File: config.mk
export PLATFORM = sky130hd
export DESIGN_NAME = rr_arbiter_4
export DESIGN_NICKNAME = d
export VERILOG_FILES = /design/src/rtl/arb_pkg.sv /design/src/rtl/prio_enc_4x2.sv /design/src/rtl/rr_arbiter_4.sv
export SDC_FILE = /design/constraint.sdc
export NUM_CORES = 1
export LEC_CHECK = 0
export BUFFER_PORTS_ARGS = -buffer_cell sky130_fd_sc_hd__buf_2
export CELL_PAD_IN_SITES_DETAIL_PLACEMENT = 1
export CELL_PAD_IN_SITES_GLOBAL_PLACEMENT = 1
export CORE_UTILIZATION = 40
export CTS_BUF_LIST = sky130_fd_sc_hd__clkbuf_4 sky130_fd_sc_hd__clkbuf_8 sky130_fd_sc_hd__clkbuf_16
export DETAILED_ROUTE_END_ITERATION = 16
export GPL_TIMING_DRIVEN = 0
export PLACE_DENSITY = 0.79
export SLEW_MARGIN = 20
export SYNTH_ARGS = -nofsm -noshare
export SYNTH_HDL_FRONTEND = slang
export SYNTH_SLANG_ARGS = --single-unit
export TNS_END_PERCENT = 1
File: constraint.sdc
create_clock -name clk -period 7 [get_ports clk]
set_input_delay 1.05 -clock clk [delete_from_list [all_inputs] [get_ports clk]]
set_output_delay 1.05 -clock clk [all_outputs]
set_load 0.1 [all_outputs]
File: src/rtl/arb_pkg.sv
// Shared types and helpers for the 4-way round-robin arbiter.
// Optional hold timeout is enabled by defining ARB_HOLD_TIMEOUT_EN.
package arb_pkg;

   typedef enum logic {
      IDLE = 1'b0,
      BUSY = 1'b1
   } arb_state_t;

   localparam int N_REQ = 4;
   localparam int IDX_W = 2;

   // Bit j of the result is v[(j+k) mod 4], so the requester after k-1 lands at bit 0
   function automatic logic [N_REQ-1:0] rot_right(input logic [N_REQ-1:0] v,
                                                   input logic [IDX_W-1:0] k);
      logic [2*N_REQ-1:0] t;
      t = {v, v} >> k;
      return t[N_REQ-1:0];
   endfunction

endpackage

File: src/rtl/prio_enc_4x2.sv
// Combinational 4->2 priority encoder, lowest index wins; o_vld flags any input set.
module prio_enc_4x2
   import arb_pkg::*;
(
   input  logic [N_REQ-1:0] i_vec,
   output logic [IDX_W-1:0] o_idx,
   output logic             o_vld
);

   always_comb begin
      o_idx = '0;
      o_vld = 1'b1;
      casez (i_vec)
         4'b???1: o_idx = 2'd0;
         4'b??10: o_idx = 2'd1;
         4'b?100: o_idx = 2'd2;
         4'b1000: o_idx = 2'd3;
         default: begin
            o_idx = 2'd0;
            o_vld = 1'b0;
         end
      endcase
   end

endmodule

File: src/rtl/rr_arbiter_4.sv
// Round-robin arbiter for 4 requesters; grant held until owner releases.
// Define ARB_HOLD_TIMEOUT_EN to revoke a grant after MAX_HOLD cycles.
//
//   state | meaning
//   IDLE  | no grant active; arbitrate among req on the next edge
//   BUSY  | one requester owns the resource until it drops its req
module rr_arbiter_4
   import arb_pkg::*;
#(
   parameter int MAX_HOLD = 16,
   parameter int CNT_W    = 5
) (
   input  logic             clk,
   input  logic             rst_n,
   input  logic [N_REQ-1:0] req,
   output logic [N_REQ-1:0] gnt,
   output logic [IDX_W-1:0] gnt_idx,
   output logic             gnt_valid,
   output logic             timeout
);

   if ((MAX_HOLD < 2) || ((2 ** CNT_W) <= MAX_HOLD)) begin : g_bad_cfg
      $error("rr_arbiter_4: need MAX_HOLD >= 2 and 2**CNT_W > MAX_HOLD");
   end

   arb_state_t       r_state;
   logic [N_REQ-1:0] r_gnt;
   logic [IDX_W-1:0] r_gnt_idx;
   logic [IDX_W-1:0] r_last_idx;

   logic [IDX_W-1:0] w_start;
   logic [N_REQ-1:0] w_rot;
   logic [IDX_W-1:0] w_enc_idx;
   logic             w_enc_vld;
   logic [IDX_W-1:0] w_win;
   logic             w_owner_req;

   // Search begins one past the last winner; 2-bit overflow gives the mod-4 wrap
   assign w_start     = r_last_idx + 2'd1;
   assign w_rot       = rot_right(req, w_start);
   assign w_win       = w_enc_idx + w_start;
   assign w_owner_req = req[r_gnt_idx];

   prio_enc_4x2 u_prio_enc (
      .i_vec (w_rot),
      .o_idx (w_enc_idx),
      .o_vld (w_enc_vld)
   );

`ifdef ARB_HOLD_TIMEOUT_EN
   localparam logic [CNT_W-1:0] HOLD_LAST = CNT_W'(MAX_HOLD - 1);
   localparam logic [CNT_W-1:0] HOLD_SAT  = '1;

   logic [CNT_W-1:0] r_hold_cnt;
   logic             r_timeout;

   always_ff @(posedge clk) begin
      if (!rst_n) begin
         r_state    <= IDLE;
         r_gnt      <= '0;
         r_gnt_idx  <= '0;
         r_last_idx <= 2'd3;
         r_hold_cnt <= '0;
         r_timeout  <= 1'b0;
      end else begin
         r_timeout <= 1'b0;
         case (r_state)
            IDLE: begin
               if (w_enc_vld) begin
                  r_state    <= BUSY;
                  r_gnt      <= N_REQ'(1) << w_win;
                  r_gnt_idx  <= w_win;
                  r_last_idx <= w_win;
                  r_hold_cnt <= '0;
               end
            end
            BUSY: begin
               if (!w_owner_req) begin
                  r_state   <= IDLE;
                  r_gnt     <= '0;
                  r_gnt_idx <= '0;
               end else if (r_hold_cnt == HOLD_LAST) begin
                  // last_idx keeps the revoked owner so it drops to lowest priority
                  r_state   <= IDLE;
                  r_gnt     <= '0;
                  r_gnt_idx <= '0;
                  r_timeout <= 1'b1;
               end else if (r_hold_cnt != HOLD_SAT) begin
                  r_hold_cnt <= r_hold_cnt + 1'b1;
               end
            end
            default: r_state <= IDLE;
         endcase
      end
   end

   assign timeout = r_timeout;
`else
   always_ff @(posedge clk) begin
      if (!rst_n) begin
         r_state    <= IDLE;
         r_gnt      <= '0;
         r_gnt_idx  <= '0;
         r_last_idx <= 2'd3;
      end else begin
         case (r_state)
            IDLE: begin
               if (w_enc_vld) begin
                  r_state    <= BUSY;
                  r_gnt      <= N_REQ'(1) << w_win;
                  r_gnt_idx  <= w_win;
                  r_last_idx <= w_win;
               end
            end
            BUSY: begin
               if (!w_owner_req) begin
                  r_state   <= IDLE;
                  r_gnt     <= '0;
                  r_gnt_idx <= '0;
               end
            end
            default: r_state <= IDLE;
         endcase
      end
   end

   assign timeout = 1'b0;
`endif

   assign gnt       = r_gnt;
   assign gnt_idx   = r_gnt_idx;
   assign gnt_valid = |r_gnt;

endmodule

; ---- After elaboration in Yosys (flattened, before gate mapping)
; Cells that the tools add are included.
[op_classes]
n_addsub = 2
order_cmp = 1
n_eq_ne = 5
n_shift = 2
n_mux = 13
bitwise = 1
n_reduce_logical = 4
[op_table]
columns = operator, n
row1 = $mux W4, 2
row2 = $pmux W4 S2, 1
row3 = $reduce_or A4 Y1, 2
row4 = $shr A8 B2 Y4, 1
row5 = $pmux W2 S3, 1
row6 = $eq A4 B4 Y1 const B, 1
row7 = $mux W1, 4
row8 = $mux W2, 2
row9 = $pmux W2 S2, 1
row10 = $reduce_and A2 Y1, 2
row11 = $shl A1 B2 Y4 const A, 1
row12 = $eq A3 B3 Y1 const B, 1
row13 = $lt A2 B3 Y1 const B, 1
row14 = $add A2 B1 Y2 const B, 1
row15 = $add A2 B2 Y2, 1
row16 = $bmux W1 S2, 1
row17 = $eq A2 B2 Y1 const B, 1
row18 = $ne A2 B1 Y1 const B, 1
row19 = $ne A2 B2 Y1 const B, 1
row20 = $pmux W1 S2, 1
row21 = $not A1 Y1, 1
[totals]
ff_bits = 9
in_bits = 6
out_inout_bits = 8
elab_cells = 32

; ---- Logic depth before layout (Yosys ltp)
; Gate-level depths: netlist (run 1).
[depth]
word_depth = 8
mapped_depth = 9
ltp_nobuf = 9

; ---- Modules after synthesis
; A second synthesis (run 1) with hierarchy kept.
[unflattened]
hier_cells = 56
hier_area_um2 = 586.8
[modules_own_cells]
columns = module, n_inst, cells_per_inst, area_each_um2, seq_area_each_um2
row1 = rr_arbiter_4, 1, 49, 551.8, 180.2
row2 = prio_enc_4x2, 1, 7, 35.0, 0.0

; ---- Worst setup path after synthesis (run 1)
; Ideal clock, no wire load.
[synth_path]
path_kind = in2reg
start = input port req[1]
end = register r_gnt[2] (netlist: gnt[2])
setup_ns = 0.119
arrival_ns = 2.799
required_ns = 6.881
slack_ns = 4.083
cell_stages = 8
path_buffers = 1
path_cell_list = clkbuf_8 -> or4_2 -> o221ai_1 -> ha_1 -> xnor2_1 -> xnor2_1 -> xor2_1 -> a22o_1
[synth_between]
elab_chain_len = 7
word_cells_on_any_way = 16
classes_between = add/sub (1) / eq/ne (5) / shift (2) / mux (6) / reduce/logical (2)
[synth_rtl]
columns = element, line_no
row1 = start: declaration, rr_arbiter_4.sv:15  ; input logic [N_REQ-1:0] req,
row2 = $shr A8 B2 Y4, arb_pkg.sv:17  ; t = {v, v} >> k;
row3 = $eq A4 B4 Y1 (tied with other cells), prio_enc_4x2.sv:13  ; casez (i_vec)
row4 = $pmux W2 S3, prio_enc_4x2.sv:13
row5 = $add A2 B2 Y2, rr_arbiter_4.sv:41  ; assign w_win = w_enc_idx + w_start;
row6 = $shl A1 B2 Y4, rr_arbiter_4.sv:110  ; r_gnt <= N_REQ'(1) << w_win;
row7 = $mux W4, rr_arbiter_4.sv:108  ; if (w_enc_vld) begin
row8 = $pmux W4 S2, rr_arbiter_4.sv:106  ; case (r_state)
row9 = end signal: assignment, rr_arbiter_4.sv:110
row10 = end: declaration, rr_arbiter_4.sv:27  ; logic [N_REQ-1:0] r_gnt;
; Several ways; a longest one is shown, not always the timed one. The select of a mux whose other input is x is not followed.
; A chain may end at the register's enable or synchronous reset.

; ---- Final worst setup path (run 1)
[layout_path]
start = input port req[1]
end = register r_gnt[0] (netlist: gnt[0])
; The elaborated chain is that of the path after synthesis.

==> out/metrics.yaml, run 1 <==
worstHoldPathType: "register to register"
cp-end-kind: "register"
r2r-end: "gnt[0]"
die_area_mm2: 0.00160
num-nets-final: 83
dp_cells: 86
rsz0062_at_grt: "no"
worstSkewPairLatency_ns: 0.27
critical_path_class: "input port to register"
critPathLaunchType: "input port"
drt_pass1_iterations: 3
antenna_found_initial: 0
area_growth_pct: 17.1
rows: 13
path_max_fanout: 10
ant_nets: 0
fin_crit_sh_pct: 39.6
setup_viol: 0
die_y_um: 40.0
drive_above_1_share_pct: 36.0
antenna_cells: 0
seq_area_frac_synth_pct: 31.2
period_minus_slack_ns: 2.77
grt_max_degree: 11
io_buffers: 10
initial_core_util_pct: 43.9
crit_required_ns: 7.16
yosysUniqueCellTypes: 34
ctsRootBufferMaster: "clkbuf_4"
synth_edf_count: 0
postSynthCellCount: 61
worstPathArrival_ns: 2.93
fin_ws_ns: 4.23
core-area_mm2: 0.00132
synthFlopType: "dfxtp_1"
async_flop_share_pct: 0
place_ws_ns: 3.95
syn_nets: 68
drc: 0
routed_wl_um: 1350
synth_top_area_cell: "dfxtp_1"
netlist.area_leader.share_pct: 31.2
clkTransAtPathRegs_ns: 0.07
ios: 14
avgSynthCellArea_um2: 9.48
drv_cap: 0
vias_per_cell: 5.80
cts-resized-gates: 0
rrSetupSlack_ns: 4.74
crit_start: "req[1]"
finalMaxSlewViolations: 0
postCtsSetupBuffers: 0
cts_hold_buffers: 0
setup-tns-final_ns: 0
fp.dieW_um: 40.0
hold_violations: 0
cts.sinks: 9
ys_warn_count: 0
ys_seq_elements: 9
ys_top_cells_by_area: "dfxtp_1 31%, a22o_1 6.1%, nor2_1 5.8%"
gp_congestion: 0.697
clockBufferDepth: 2
grt_pass1_vias: 498
grt_pass1_wl_um: 2160
cts_buffers: 3
fmax_ghz: 0.361
grt_use_total_pct: 20.7
routedWlPerCell_um: 15.0
syn_area_um2: 578
cp-endpoint: "gnt[0]"
hold_ws_ns: 0.499
grt_overflow_total: 0
cts_tree: "built"
hpwl_um: 1020
r2r_cells: 7
finClkSkew_ns: 0.00812
drt-initial-drc-count: 3
status: "finished clean"
r2r-start: "r_last_idx[0]"
htreeDepth: 1
instances_no_fill: 90
num_vias: 522
## critical path, stage by stage
cell and delay (ns):
clkbuf_8 0.14, or4_2 0.63, o221ai_1 0.10, ha_1 0.19
xnor2_1 0.08, xnor2_1 0.32, xnor2_2 0.16, a22o_1 0.25
## worst min path at each step
stage | start | cells past startpoint | slack, ns | end
finish | gnt[3] | 1 | 0.50 | gnt[3]
global route | gnt[1] | 1 | 0.52 | gnt[1]
CTS | gnt[2] | 1 | 0.50 | gnt[2]
detailed placement | gnt[1] | 1 | 0.49 | gnt[1]
global placement | gnt[0] | 1 | 0.47 | gnt[0]
floorplan | r_state | 2 | 0.48 | r_state
## stage by stage
step / area [um^2] / util [%]
finish: 677 / 51.4
global route: 677 / 51.4
CTS: 677 / 51.4
detailed placement: 647 / 49.1
global placement: 647 / 49.1
floorplan: 578 / -
## flip-flops by register name, summed over array words and instances, names as in the netlist
name and flops:
gnt_idx 2, gnt 4, r_last_idx 2, r_state 1
## logic make-up after synthesis
logic type	Yosys count	share of synthesized area (%)
XOR/XNOR	4	7.36
AO/OA/AOI/OAI	18	27.9
flip-flops	9	31.2
other	1	0.649
AND/OR/NAND/NOR	20	19.3
adder cells (fa/ha/maj)	1	2.16
multiplexers	1	3.90
buffers and inverters	7	7.57
## cell usage after synthesis (2+ instances only)
master	number
dfxtp_1	9
buf_4	2
o21ai_0	3
a22o_1	4
inv_1	3
nand2_1	3
xnor2_1	2
nor2_1	9
## layer usage
| metal | share of wire [%] | vias up | GRT usage, % |
|---|---|---|---|
| met5 | 0 | - | 0 |
| met4 | 1.5 | 0 | 12.1 |
| met3 | 2.9 | 4 | 4.44 |
| met2 | 53 | 8 | 33.9 |
| met1 | 43 | 256 | 24.7 |
| li1 | - | 254 | - |
## placed cells by master (no fill, tap or decap), drive strengths merged
cell type  netlist  final
buf              2     12
nor2             9      9
dfxtp            9      9
clkbuf           1      5
a22o             4      4
o21ai            4      4
inv              4      4
nand2            3      3
xnor2            3      3
or4              2      2
or2              2      2
o32ai            2      2
nand3            1      1
o311a            1      1
nor3             1      1
a311oi           1      1
o221ai           1      1
nor4             1      1
a32oi            1      1
mux4             1      1
xor2             1      1
and3             1      1
o311ai           1      1
a21o             1      1
o211ai           1      1
a21oi            1      1
ha               1      1
conb             1      1
## final cells by class
cell class              instances  area, um^2
fillers                       166         641
multi-input cells              45         354
flip-flops and latches          9         180
repair buffers                 10        50.0
clock buffers                   4        30.0
plain buffers                   3        28.8
well taps                      15        18.8
inverters                       4        15.0
Power of run 1 is not shown: default switching activity piles up to over one toggle a cycle in this logic, so the estimate is an artifact.
==> run 2: changes to the inputs <==
Settings changed: CORE_UTILIZATION 40 to 37, PLACE_DENSITY 0.79 to 0.74.
Clock period 7 ns to 2.65 ns, I/O delays scaled along.
==> run 2 against run 1 <==
Effect of this change: via count fell by 4.4%; clock skew down 0.0078 ns; sequential cell count did not move; register-to-register slack lost 4.4 ns; utilization fell by 2.4 points; non-clock buffer count is the same; critical path type is now register to register.
==> out/metrics.yaml, run 2 (same netlist as run 1, synthesis figures left out) <==
fp.dieW_um: 41.5
worstPathArrival_ns: 2.47
ctsRootBufferMaster: "clkbuf_4"
layout_commonest_cell: "buf_2"
rows: 13
grt_use_total_pct: 16.1
die_area_mm2: 0.00172
clkTransAtPathRegs_ns: 0.06
routedWlPerCell_um: 14.2
wl_met1_um: 627
antenna_cells: 0
hold_violations: 0
fin_crit_sh_pct: 87.0
wl_met3_um: 50
r2r_cells: 7
drv_cap: 0
cts-resized-gates: 0
path_max_fanout: 8
antenna_found_initial: 0
cpMaxStageDelayCell: "or4_2"
ios: 14
drive_above_1_share_pct: 36.0
core-area_mm2: 0.00138
maxUsedRoutingLayer: "met4"
finClkSkew_ns: 0.000270
status: "finished clean"
period_minus_slack_ns: 2.31
holdPathStages: 2
worstHoldPathType: "input port to register"
largest_reg_flops: 4
gp_congestion: 0.702
rsz0062_at_grt: "no"
io_buffers: 10
clockBufferDepth: 2
crit_required_ns: 2.81
drt-initial-drc-count: 6
critPathLaunchType: "register"
postCtsSetupBuffers: 0
path_common_cell: "xnor2_1"
worstSkewPairLatency_ns: 0.26
fmax_ghz: 0.434
num_vias: 499
area_growth_pct: 17.1
initial_core_util_pct: 41.8
ant_nets: 0
grt_max_degree: 11
grt_overflow_total: 0
path_cells: "or4_2, o221ai_1, ha_1, xnor2_1, xnor2_1, xnor2_2, a22o_1"
fill_cells: 163
cts.sinks: 9
cts_buffers: 3
final_cell_mix: "10 x buf_2, 9 x nor2_1, 9 x dfxtp_1, 4 x a22o_1, 4 x clkbuf_4"
setup_viol: 0
cp-end-kind: "register"
finalMaxSlewViolations: 0
drc: 0
grt_pass1_vias: 467
die_y_um: 41.5
routed_wl_um: 1280
num-nets-final: 83
wl_met2_um: 590
vias_per_cell: 5.54
drt_pass1_iterations: 3
cts_hold_buffers: 0
htreeDepth: 1
cts_tree: "built"
critical_path_class: "register to register"
hpwl_um: 995
setup-tns-final_ns: 0
grt_pass1_wl_um: 2120
cp_slowest_stage_delay_ns: 0.69
## run 2: per-stage QoR
stage          utilization (%)  setup slack, ns  hold WS (ns)  cells  cell area, um^2
3_3_place_gp              46.8            0.271         0.473     86              647
4_1_cts                   49.0            0.346         0.352     90              677
2_1_floorplan                -            0.385         0.471     61              578
6_report                  49.0            0.344         0.353     90              677
3_5_place_dp              46.8            0.207         0.477     86              647
5_1_grt                   49.0            0.217         0.355     90              677
## run 2: per-layer routing
layer | track usage, % | up-vias
met1 | 20.3 | 234
met2 | 25.6 | 8
met4 | 3.87 | 0
li1 | - | 254
met3 | 6.52 | 3
met5 | 0 | -
## run 2: final cells by class
| cell class | count | area (um^2) | area share (%) |
|---|---|---|---|
| timing repair buffer | 10 | 50.0 | 7.39 |
| tap | 15 | 18.8 | 2.77 |
| inverter | 4 | 15.0 | 2.22 |
| clock buffer | 4 | 30.0 | 4.44 |
| multi-input combinational | 45 | 354 | 52.3 |
| sequential | 9 | 180 | 26.6 |
| buffer | 3 | 28.8 | 4.25 |
## run 2: critical path, delay by kind of cell (launching register included)
kind	cells	cell delay (ns)
AND/OR/NAND/NOR	1	0.69
XOR/XNOR	3	0.58
flip-flops	1	0.38
AO/OA/AOI/OAI	2	0.36
adder cells (fa/ha/maj)	1	0.19
## run 2: worst paths after layout
check | start | to | slack, ns
worst min register to register | gnt[0] | gnt[0] | 0.49
worst min-delay path | rst_n | r_last_idx[1] | 0.35
worst max-delay path | r_last_idx[0] | gnt[0] | 0.34
worst max register to register | r_last_idx[0] | gnt[0] | 0.34
Power of run 2 is left out for the same reason.
==> run 3: changes to the inputs <==
Settings changed: MAX_ROUTING_LAYER set to met4.
==> run 3 against run 2 <==
Effect of this change: routed wire length is essentially flat; clock skew is essentially flat; count of clock-buffer cells in the layout is the same; cell area is the same; cell count is the same; critical path depth is the same; critical endpoint unchanged; highest routed layer unchanged.
==> out/metrics.yaml, run 3 (same netlist as run 1, synthesis figures left out) <==
status: "finished clean"
drive_above_1_share_pct: 36.0
finalMaxSlewViolations: 0
setup-tns-final_ns: 0
clkTransAtPathRegs_ns: 0.06
critPathLaunchType: "register"
area_growth_pct: 17.1
worstPathArrival_ns: 2.46
holdPathEnd: "r_last_idx[1]"
cts-resized-gates: 0
finClkSkew_ns: 0.000141
cts.sinks: 9
fp.dieW_um: 41.5
num-nets-final: 83
fmax_ghz: 0.434
initial_core_util_pct: 41.8
hold_start: "rst_n"
rrSetupSlack_ns: 0.35
largest_reg_flops: 4
final_cell_mix: "10 x buf_2, 9 x nor2_1, 9 x dfxtp_1, 4 x a22o_1, 4 x clkbuf_4"
drt-initial-drc-count: 4
r2r-start: "r_last_idx[0]"
routedWlPerCell_um: 14.2
antenna_found_initial: 0
gp_congestion: 0.710
hold_violations: 0
worstSkewPairLatency_ns: 0.26
fin_crit_sh_pct: 86.9
seq_area_um2: 180
r2r-end: "gnt[0]"
io_buffers: 10
rsz0062_at_grt: "no"
fill_cells: 163
setup_viol: 0
routed_wl_um: 1280
ios: 14
critical_path_class: "register to register"
period_minus_slack_ns: 2.30
drc: 0
path_max_fanout: 8
hpwl_um: 995
die_area_mm2: 0.00172
layout_commonest_cell: "buf_2"
grt_max_degree: 11
ctsRootBufferMaster: "clkbuf_4"
num_vias: 497
vias_per_cell: 5.52
ant_nets: 0
multi_input_area_um2: 354
rows: 13
cp-end-kind: "register"
grt_pass1_wl_um: 2120
cts_hold_buffers: 0
worstHoldPathType: "input port to register"
drt_pass1_iterations: 4
r2r_cells: 7
clockBufferDepth: 2
postCtsSetupBuffers: 0
htreeDepth: 1
crit_required_ns: 2.81
grt_overflow_total: 0
holdPathStages: 2
cts_tree: "built"
antenna_cells: 0
cts_buffers: 3
drv_cap: 0
grt_pass1_vias: 466
grt_use_total_pct: 16.6
core-area_mm2: 0.00138
die_y_um: 41.5
## run 3: worst max path at each step
stage | to | from | slack (ns) | cells past startpoint
after CTS | gnt[0] | r_last_idx[0] | 0.35 | 7
final | gnt[0] | r_last_idx[0] | 0.35 | 7
after global routing | gnt[0] | r_last_idx[0] | 0.22 | 7
after detailed placement | gnt[0] | req[2] | 0.21 | 9
after global placement | gnt[0] | req[2] | 0.27 | 9
after floorplan | gnt[2] | req[1] | 0.39 | 8
## run 3: cell type report
class	count	share of cell area [%]
Multi-Input combinational cell	45	52.3
Sequential cell	9	26.6
Timing Repair Buffer	10	7.39
Clock buffer	4	4.44
Buffer	3	4.25
Tap cell	15	2.77
Inverter	4	2.22
## run 3: critical path: stages, from the launching register on
cell and delay [ns]:
dfxtp_1 0.38, or4_2 0.69, o221ai_1 0.10, ha_1 0.19, xnor2_1 0.07, xnor2_1 0.34, xnor2_2 0.17, a22o_1 0.26
## run 3: metrics by stage
step	worst slack [ns]	cells	area [um^2]	utilization [%]	hold slack (ns)
after global placement	0.271	86	647	46.8	0.473
after global routing	0.217	90	677	49.0	0.355
after CTS	0.346	90	677	49.0	0.352
after floorplan	0.385	61	578	-	0.471
final	0.347	90	677	49.0	0.355
after detailed placement	0.207	86	647	46.8	0.477
## run 3: metal layers
metal | vias up | wire (um) | global-route usage, %
met2 | 8 | 583 | 25.6
met1 | 231 | 634 | 20.3
met4 | 0 | 16 | 3.87
li1 | 253 | - | -
met3 | 5 | 46 | 6.52
met5 | - | 0 | -
Power of run 3 is left out for the same reason.
